--- src/rtl/dtcm_arbiter.sv ---
// dtcm_arbiter: arbitrates core and ext masters onto one single-port DTCM SRAM,
// with a starvation guard for ext and a one-cycle registered response path.
module dtcm_arbiter #(
    parameter int AW           = 12,
    parameter int STARVE_LIMIT = 4
) (
    input  logic          clk,
    input  logic          cpurst,
    input  logic          core_req,
    input  logic          core_we,
    input  logic [3:0]    core_be,
    input  logic [AW+1:0] core_addr,
    input  logic [31:0]   core_wdata,
    output logic          core_gnt,
    output logic          core_rvalid,
    output logic [31:0]   core_rdata,
    input  logic          ext_req,
    input  logic          ext_we,
    input  logic [3:0]    ext_be,
    input  logic [AW+1:0] ext_addr,
    input  logic [31:0]   ext_wdata,
    output logic          ext_gnt,
    output logic          ext_rvalid,
    output logic [31:0]   ext_rdata,
    output logic          sram_cs,
    output logic          sram_we,
    output logic [3:0]    sram_be,
    output logic [AW-1:0] sram_addr,
    output logic [31:0]   sram_wdata,
    input  logic [31:0]   sram_rdata
);
    localparam int CW = $clog2(STARVE_LIMIT + 1);

    typedef enum logic [1:0] {IDLE, RSP_CORE, RSP_EXT} rsp_e;

    rsp_e          state_q;
    logic          rd_q;
    logic [CW-1:0] starve_cnt_q, starve_cnt_d;
    logic          starved, wr;
    logic          unused_addr_lsb;

    assign unused_addr_lsb = ^{core_addr[1:0], ext_addr[1:0]};

    // Every output is gated by cpurst so the block is silent throughout reset.
    assign starved  = starve_cnt_q == CW'(STARVE_LIMIT);
    assign ext_gnt  = cpurst & ext_req & (~core_req | starved);
    assign core_gnt = cpurst & core_req & ~ext_gnt;
    assign sram_cs  = core_gnt | ext_gnt;
    assign wr       = ext_gnt ? ext_we : core_we;

    assign sram_we    = sram_cs & wr;
    assign sram_be    = !sram_cs ? 4'h0 : !wr ? 4'hF : ext_gnt ? ext_be : core_be;
    assign sram_addr  = !sram_cs ? '0 : ext_gnt ? ext_addr[AW+1:2] : core_addr[AW+1:2];
    assign sram_wdata = !sram_cs ? '0 : ext_gnt ? ext_wdata : core_wdata;

    assign starve_cnt_d = (!ext_req || ext_gnt) ? '0 :
                          starved ? starve_cnt_q : starve_cnt_q + 1'b1;

    always_ff @(posedge clk) begin
        if (!cpurst) begin
            state_q      <= IDLE;
            rd_q         <= 1'b0;
            starve_cnt_q <= '0;
        end else begin
            state_q      <= core_gnt ? RSP_CORE : ext_gnt ? RSP_EXT : IDLE;
            rd_q         <= sram_cs & ~wr;
            starve_cnt_q <= starve_cnt_d;
        end
    end

    assign core_rvalid = cpurst & (state_q == RSP_CORE);
    assign ext_rvalid  = cpurst & (state_q == RSP_EXT);
    assign core_rdata  = (core_rvalid & rd_q) ? sram_rdata : '0;
    assign ext_rdata   = (ext_rvalid & rd_q) ? sram_rdata : '0;
endmodule

--- config.mk ---
export PLATFORM = sky130hd
export DESIGN_NAME = dtcm_arbiter
export DESIGN_NICKNAME = d
export VERILOG_FILES = /design/src/rtl/dtcm_arbiter.sv
export SDC_FILE = /design/constraint.sdc
export NUM_CORES = 1
export LEC_CHECK = 0
export BUFFER_PORTS_ARGS = -buffer_cell sky130_fd_sc_hd__buf_2
export CAP_MARGIN = 20
export CORE_AREA = 5 5 95 97
export CTS_BUF_LIST = sky130_fd_sc_hd__clkbuf_8
export DETAILED_ROUTE_END_ITERATION = 10
export DIE_AREA = 0 0 100 102
export SYNTH_ARGS = -nofsm -noshare
export SYNTH_HDL_FRONTEND = slang
export SYNTH_SLANG_ARGS = --single-unit
--- constraint.sdc ---
create_clock -name clk -period 1.96 [get_ports clk]
set_clock_uncertainty 0.2 [all_clocks]
set_input_delay 0.196 -clock clk [delete_from_list [all_inputs] [get_ports clk]]
set_output_delay 0.196 -clock clk [all_outputs]
set_load 0.05 [all_outputs]
==> results of run 1 <==
[sequential cells by signal, indices dropped and copies added (netlist names)]
| signal | cells |
|---|---|
| starve_cnt_q | 3 |
| state_q | 2 |
| rd_q | 1 |
[metal layers]
metal,track usage [%],vias to the layer above
met5,0,-
met4,5.49,0
met3,5.39,14
met2,36.0,174
met1,18.7,1484
li1,-,1607
[where the power goes]
part | leakage (nW) | internal [mW] | switching, mW | total [mW]
Combinational | 2.37 | 0.409 | 0.539 | 0.948
Sequential | 0.0500 | 0.127 | 0.00261 | 0.130
Clock | 0.0216 | 0.132 | 0.0516 | 0.183
[worst max-delay path, stage by stage (launching register included)]
cell	delay, ps
dfxtp_2	310
inv_2	60
ha_4	170
and3_4	310
clkbuf_16	210
o22ai_2	70
and2_4	160
buf_6	140
[area by class of cell]
class | instances | share of cell area [%]
Timing Repair Buffer | 286 | 47.7
Antenna cell | 2 | 0.117
Tap cell | 105 | 3.07
Multi-Input combinational cell | 273 | 44.4
Clock buffer | 3 | 0.965
Inverter | 10 | 0.877
Sequential cell | 6 | 2.87
[Yosys cell counts, types with 2 or more instances]
cell       n
nand2_1   90
and2_1    76
o22ai_1   44
and3_1    36
clkbuf_1  16
inv_1     10
buf_2      7
dfxtp_1    6
a311oi_1   4
buf_8      4
nor2_1     4
nor4b_1    4
a211oi_1   3
buf_6      3
clkbuf_2   3
buf_4      2
ha_1       2
[how the worst max path moves through the flow]
stage / from / end / slack [ps] / cells after the start
final: starve_cnt_q[1]$_SDFFE_PP0N_ / sram_wdata[29] / -100 / 7
after global routing: starve_cnt_q[1]$_SDFFE_PP0N_ / sram_wdata[29] / -170 / 7
after CTS: starve_cnt_q[0]$_SDFFE_PP0N_ / sram_be[2] / -90 / 8
after detailed placement: starve_cnt_q[0]$_SDFFE_PP0N_ / sram_be[0] / -70 / 7
after global placement: starve_cnt_q[0]$_SDFFE_PP0N_ / sram_wdata[3] / -30 / 8
after floorplan: starve_cnt_q[0]$_SDFFE_PP0N_ / sram_be[0] / -3 / 5
[kinds of logic after synthesis]
logic type | Yosys count | synth area share (%)
muxes | 1 | 0.522
buffers and inverters | 45 | 13.4
DFF | 6 | 6.27
AOI/OAI and AO/OA | 55 | 19.5
adders and majority gates | 2 | 1.31
and+or+nand+nor | 215 | 59.0
[layout by cell type, fill, tap and decap left out, drive strengths merged]
cell type and instances:
a211oi 3, a21bo 1, a21boi 1, a311oi 4
and2 76, and3 36, and3b 1, buf 283
clkbuf 6, dfxtp 6, diode 2, ha 2
inv 10, mux2i 1, nand2 91, nand3 2
nor2 4, nor3b 1, nor4b 4, o21a 1
o21ai 1, o22ai 44
[repair_timing]
item / 4_1_cts / 5_1_grt
hold buffers: 0 / 0
cloned: 1 / 4
setup buffers: 2 / 2
resized for setup: 124 / 54
setup endpoints to repair: 51 / 51
pin swaps: 26 / 1
==> summary.txt, run 1 <==
Logic synthesis
  – Post-synth EDFFs: 0
  – Yosys warns: 0
  – Area contributors post-synth: and2_1 25%, nand2_1 18%, o22ai_1 14%
  – Share of the synthesized area in the top cell type: approximately a quarter
  – Top_reg_cell synth: dfxtp_1
  – Register area share after synthesis: about 6.3%
  – Yosys cell types: 27
  – Gate Count Post-Synth: 324
  – Synth Cell Area: approximately 0.0019 mm^2
  – Ys async rst share: 0%
  – Syn Nets: ~460
  – Post-synthesis register bit count: 6
  – Syn avg cell area: around 5.9 um^2
  – Most area-hungry cell type in the Yosys netlist: and2_1

Critical path
  – Worst r2r src: starve_cnt_q[1]$_SDFFE_PP0N_
  – Element type at the critical path start: flip-flop
  – WS Path Type: reg -> out
  – Crit path arrival time: about 1700 ps
  – Critical Path Sink Type: output port
  – R2R Path End: state_q[0]$_SDFF_PN0_
  – R2r setup slk: 330 ps
  – Reg2Reg Depth: 7
  – CP required: 1560 ps
  – Max Fanout on Critical Path: 10

Layout
  – Register Area: approximately 120 um^2
  – Design Area, Final: 0.00428 mm^2
  – Final Util: between 50% and 60%
  – Layout cell share with drive strength beyond 1: between 60% and 70%
  – Final layout net count: between 700 and 800
  – Fillers: ~800
  – Area grow syn2layout: 123%
  – Non-Filler Instances: between 600 and 700
  – Area of the multi-input gates: 0.00190 mm^2

Timing
  – Min Hold Slack: roughly 160 ps
  – Worst slew margin: about three quarters
  – Pins Over Slew Limit: 0
  – Setup TNS: -3350 ps
  – Min cycle time layout: between 2000 and 2500 ps
  – Period utilisation layout: 105%
  – Worst-Margin Slew: 352 ps
  – Final WS setup: -98.3 ps
  – Max Fclk: 486 MHz
  – Final Hold Viols: 0
  – Finish-stage setup viols: between 40 and 50
  – RSZ-0062 raised after global routing: true

GRT
  – Vias in the first global route: approximately 3200
  – Total grt overflow: 0
  – First-pass GRT wire length: about 15 mm
  – Pin count of the biggest net entering global routing: 34
  – Initial antenna violation count: 2
  – GRT Util Overall: 18.4%

Floorplanning
  – Die area: ~0.010 mm^2
  – Initial Utilization: between 20% and 30%
  – Die height: 102 um
  – CORE AREA: 0.00805 mm^2
  – Row Count: 33
  – Die W: 100 um
  – # IOs: about 260

Place
  – Detailed placement HPWL: 7.95 mm
  – Dpl ws: -70.9 ps
  – Cell count after placement: approximately 670
  – I/O Buffers: 251
  – Final RePlAce weighted congestion: about 0.9
  – Dpl cell area: 0.00344 mm^2

Route
  – DR vias/cell: around 4.8
  – Metal3 WL: ~1.1 mm
  – Drt total wl: between 10 and 15 mm
  – Vias: around 3300
  – DRC Markers: 0
  – Met2 WL post-DR: between 5 and 6 mm
  – DR iter-0 viols: ~130
  – Max Used Layer: met4
  – WL/cell: between 15 and 20 um
  – Final ANT Viol Nets: 0
  – WL met1: 3.76 mm
  – Drt pass-1 iters: 4

Worst hold path
  – Hold crit path type: in -> reg
  – Min-delay src: core_we
  – Hold Crit Depth: 2
  – WHS Endpoint: rd_q$_SDFF_PN0_

Clock network
  – Clock edge transition at the registers on the reported setup and hold paths: approximately 40 ps
  – H-tree depth: 1
  – TritonCTS clock tree: done
  – Clock Path Buffers: 2
  – Root Buffer Master: clkbuf_8
  – Worst skew pair latency: 220 ps
  – Num Clock Sinks: 6
  – Inserted Clock Buffers: 3

Power and ir drop
  – Worst vdd ir: about 0.14 mV
  – Pwr Total: between 1 and 1.5 mW
  – Lkg Pwr: between 2 and 2.5 nW
  – PD cells: 295 mW/mm^2

Flow run
  – Max-cap violations: 0

Run status
  – Status: complete, but fails checks
  – Failing checks: negative setup slack
(Power assumes the default switching activity.)
==> run 2: changes to the inputs <==
--- a/config.mk
+++ b/config.mk
@@ -6,11 +6,12 @@
 export NUM_CORES = 1
 export LEC_CHECK = 0
 export BUFFER_PORTS_ARGS = -buffer_cell sky130_fd_sc_hd__buf_2
-export CAP_MARGIN = 20
+export CAP_MARGIN = 5
 export CORE_AREA = 5 5 95 97
 export CTS_BUF_LIST = sky130_fd_sc_hd__clkbuf_8
 export DETAILED_ROUTE_END_ITERATION = 10
 export DIE_AREA = 0 0 100 102
+export REMOVE_ABC_BUFFERS = 1
 export SYNTH_ARGS = -nofsm -noshare
 export SYNTH_HDL_FRONTEND = slang
 export SYNTH_SLANG_ARGS = --single-unit
==> run 2 against run 1 <==
Against the previous run: the run still ends with negative setup slack left; non-clock buffer count fell by 10; flip-flop and latch count did not move; first-iteration DRC count fell by 20%; sequential power barely moved; via count fell by 2.6%; utilization fell by 6.5 points; total power fell by 9.4%; critical path depth rose by 1; wire length fell by 6.1%.
==> summary.txt, run 2 (same netlist as run 1, synthesis figures left out) <==
Route
  – Drt pass-1 iters: 4
  – DRC Markers: 0
  – Vias: ~3200
  – DR vias/cell: 4.74
  – WL/cell: 15.1 um
  – Drt total wl: a little over 10 mm
  – Final ANT Viol Nets: 0
  – DR iter-0 viols: 100

Floorplanning
  – # IOs: 256
  – Die height: roughly 100 um
  – CORE AREA: slightly above 0.008 mm^2
  – Die area: 0.0102 mm^2
  – Die W: about 100 um
  – Row Count: 33
  – Initial Utilization: 23.8%

Power and ir drop
  – Clock share of power: 15.8%
  – Lkg Pwr: ~2.2 nW
  – Power Internal: around 600 uW
  – Flop pwr share: 11.4%
  – PD cells: around 300 mW/mm^2
  – Worst vdd ir: ~0.16 mV
  – Combinational share of power: between 70 and 80%
  – Switching share of power: 47.6%
  – Net Switching: 544 uW

Critical path
  – Slowest-stage cell, CP: dfxtp_2
  – Element type at the critical path start: flip-flop
  – CP top delay family: buffers and inverters
  – Cells along the critical path: inv_2 > ha_4 > a21boi_4 > buf_6 > nor4b_2 > a311oi_1 > buf_4 > buf_12
  – R2r setup slk: roughly 520 ps
  – Critical Path Sink Type: output port
  – Reg2Reg Depth: 5
  – Worst Path Buf+Inv: 4
  – Worst r2r src: starve_cnt_q[0]$_SDFFE_PP0N_
  – CP required: ~1600 ps
  – WS Path Type: reg -> out
  – Max Fanout on Critical Path: 4
  – Slowest stage delay, CP: 320 ps
  – R2R Path End: rd_q$_SDFF_PN0_
  – Crit path arrival time: around 1700 ps

Timing
  – Final WS setup: -123 ps
  – Min cycle time layout: 2080 ps
  – Pins Over Slew Limit: 0
  – Period utilisation layout: 106%
  – Final Hold Viols: 0
  – Worst slew margin: 48.9%
  – Finish-stage setup viols: 48
  – Max Fclk: slightly below 500 MHz
  – RSZ-0062 raised after global routing: true
  – Worst-Margin Slew: between 700 and 800 ps

Layout
  – Top Registers: starve_cnt_q: 3 flops, state_q: 2 flops, rd_q: 1 flops
  – Commonest non-fill, non-tap cell in the layout: buf_2
  – Most used cells in the layout excluding fill and tap cells: 188 x buf_2, 90 x nand2_1, 75 x and2_1, 54 x buf_4, 43 x o22ai_1
  – Biggest register: starve_cnt_q
  – Fillers: about 860
  – Non-Filler Instances: 674
  – Area grow syn2layout: 95.9%
  – Final layout net count: 710
  – Largest register FFs: 3
  – Layout cell share with drive strength beyond 1: 52.5%

Place
  – I/O Buffers: about 250
  – Dpl ws: -143 ps
  – Final RePlAce weighted congestion: 0.900
  – Cell count after placement: approximately 670
  – Detailed placement HPWL: 8.29 mm

Clock network
  – Num Clock Sinks: 6
  – Worst skew pair latency: between 200 and 250 ps
  – Clock edge transition at the registers on the reported setup and hold paths: 40 ps
  – CTS hold repair buffers: 0
  – Inserted Clock Buffers: 3
  – H-tree depth: 1
  – Clock Path Buffers: 2
  – TritonCTS clock tree: done
  – Root Buffer Master: clkbuf_8

GRT
  – Vias in the first global route: 3058
  – GRT Util Overall: 17.4%
  – Pin count of the biggest net entering global routing: 47
  – Initial antenna violation count: 4
  – First-pass GRT wire length: roughly 14 mm
  – Total grt overflow: 0

Flow run
  – Max-cap violations: 0

Worst hold path
  – Min-delay src: core_we
  – Hold Crit Depth: 2
  – WHS Endpoint: rd_q$_SDFF_PN0_
  – Hold crit path type: in -> reg

Run status
  – Status: complete, but fails checks
  – Failing checks: negative setup slack
[run 2: cell types whose count changed in the layout (fill, tap and decap cells not counted), sizes merged]
cell / before / now
buf: 283 / 263
clkbuf: 6 / 16
diode: 2 / 1
[run 2: worst max-delay path by stage]
stage,startpoint,depth (start not counted),endpoint
floorplan,starve_cnt_q[0]$_SDFFE_PP0N_,5,sram_be[0]
global placement,cpurst,6,sram_be[2]
detailed placement,cpurst,6,sram_be[2]
CTS,starve_cnt_q[0]$_SDFFE_PP0N_,8,sram_be[3]
global route,starve_cnt_q[0]$_SDFFE_PP0N_,8,sram_be[0]
finish,starve_cnt_q[0]$_SDFFE_PP0N_,8,sram_be[3]
[run 2: metrics by stage]
stage / utilization [%] / power (mW) / hold WS (ps) / TNS, ps / area, um^2
finish: 46.6 / 1.14 / 72.4 / -4430 / 3750
global route: 46.6 / 1.22 / 96.7 / -7710 / 3750
CTS: 44.8 / 1.13 / 65.7 / -3640 / 3610
detailed placement: 42.2 / 0.898 / 282 / -1270 / 3400
global placement: 42.2 / 0.888 / 266 / -1100 / 3400
floorplan: - / 0.547 / 91.3 / -39910 / 1700
[run 2: repair_timing]
action | CTS | global route
setup endpoints to repair | 51 | 61
gates resized for setup | 61 | 27
buffers inserted | 0 | 3
pin swaps | 5 | 0
gates cloned | 0 | 1
[run 2: cell type report]
type,count,area [um^2],share of cell area [%]
Antenna cell,1,2.50,0.0666
Clock buffer,3,41.3,1.10
Inverter,10,37.5,1.00
Tap cell,105,131,3.50
Multi-Input combinational cell,273,1610,42.9
Timing Repair Buffer,276,1810,48.1
Sequential cell,6,124,3.30
[run 2: power groups by stage]
| stage | combinational, mW | sequential (mW) | clock, mW |
|---|---|---|---|
| after CTS | 0.812 | 0.130 | 0.188 |
| after global placement | 0.756 | 0.132 | 0 |
| after floorplan | 0.411 | 0.136 | 0 |
| after global routing | 0.891 | 0.131 | 0.200 |
| final | 0.832 | 0.130 | 0.180 |
| after detailed placement | 0.766 | 0.132 | 0 |
[run 2: routing by layer]
metal | wire (um) | vias to the layer above | track usage, %
li1 | - | 1584 | -
met2 | 5160 | 170 | 33.0
met1 | 3610 | 1421 | 18.1
met5 | 42 | - | 0
met3 | 1270 | 12 | 7.44
met4 | 80 | 6 | 3.11
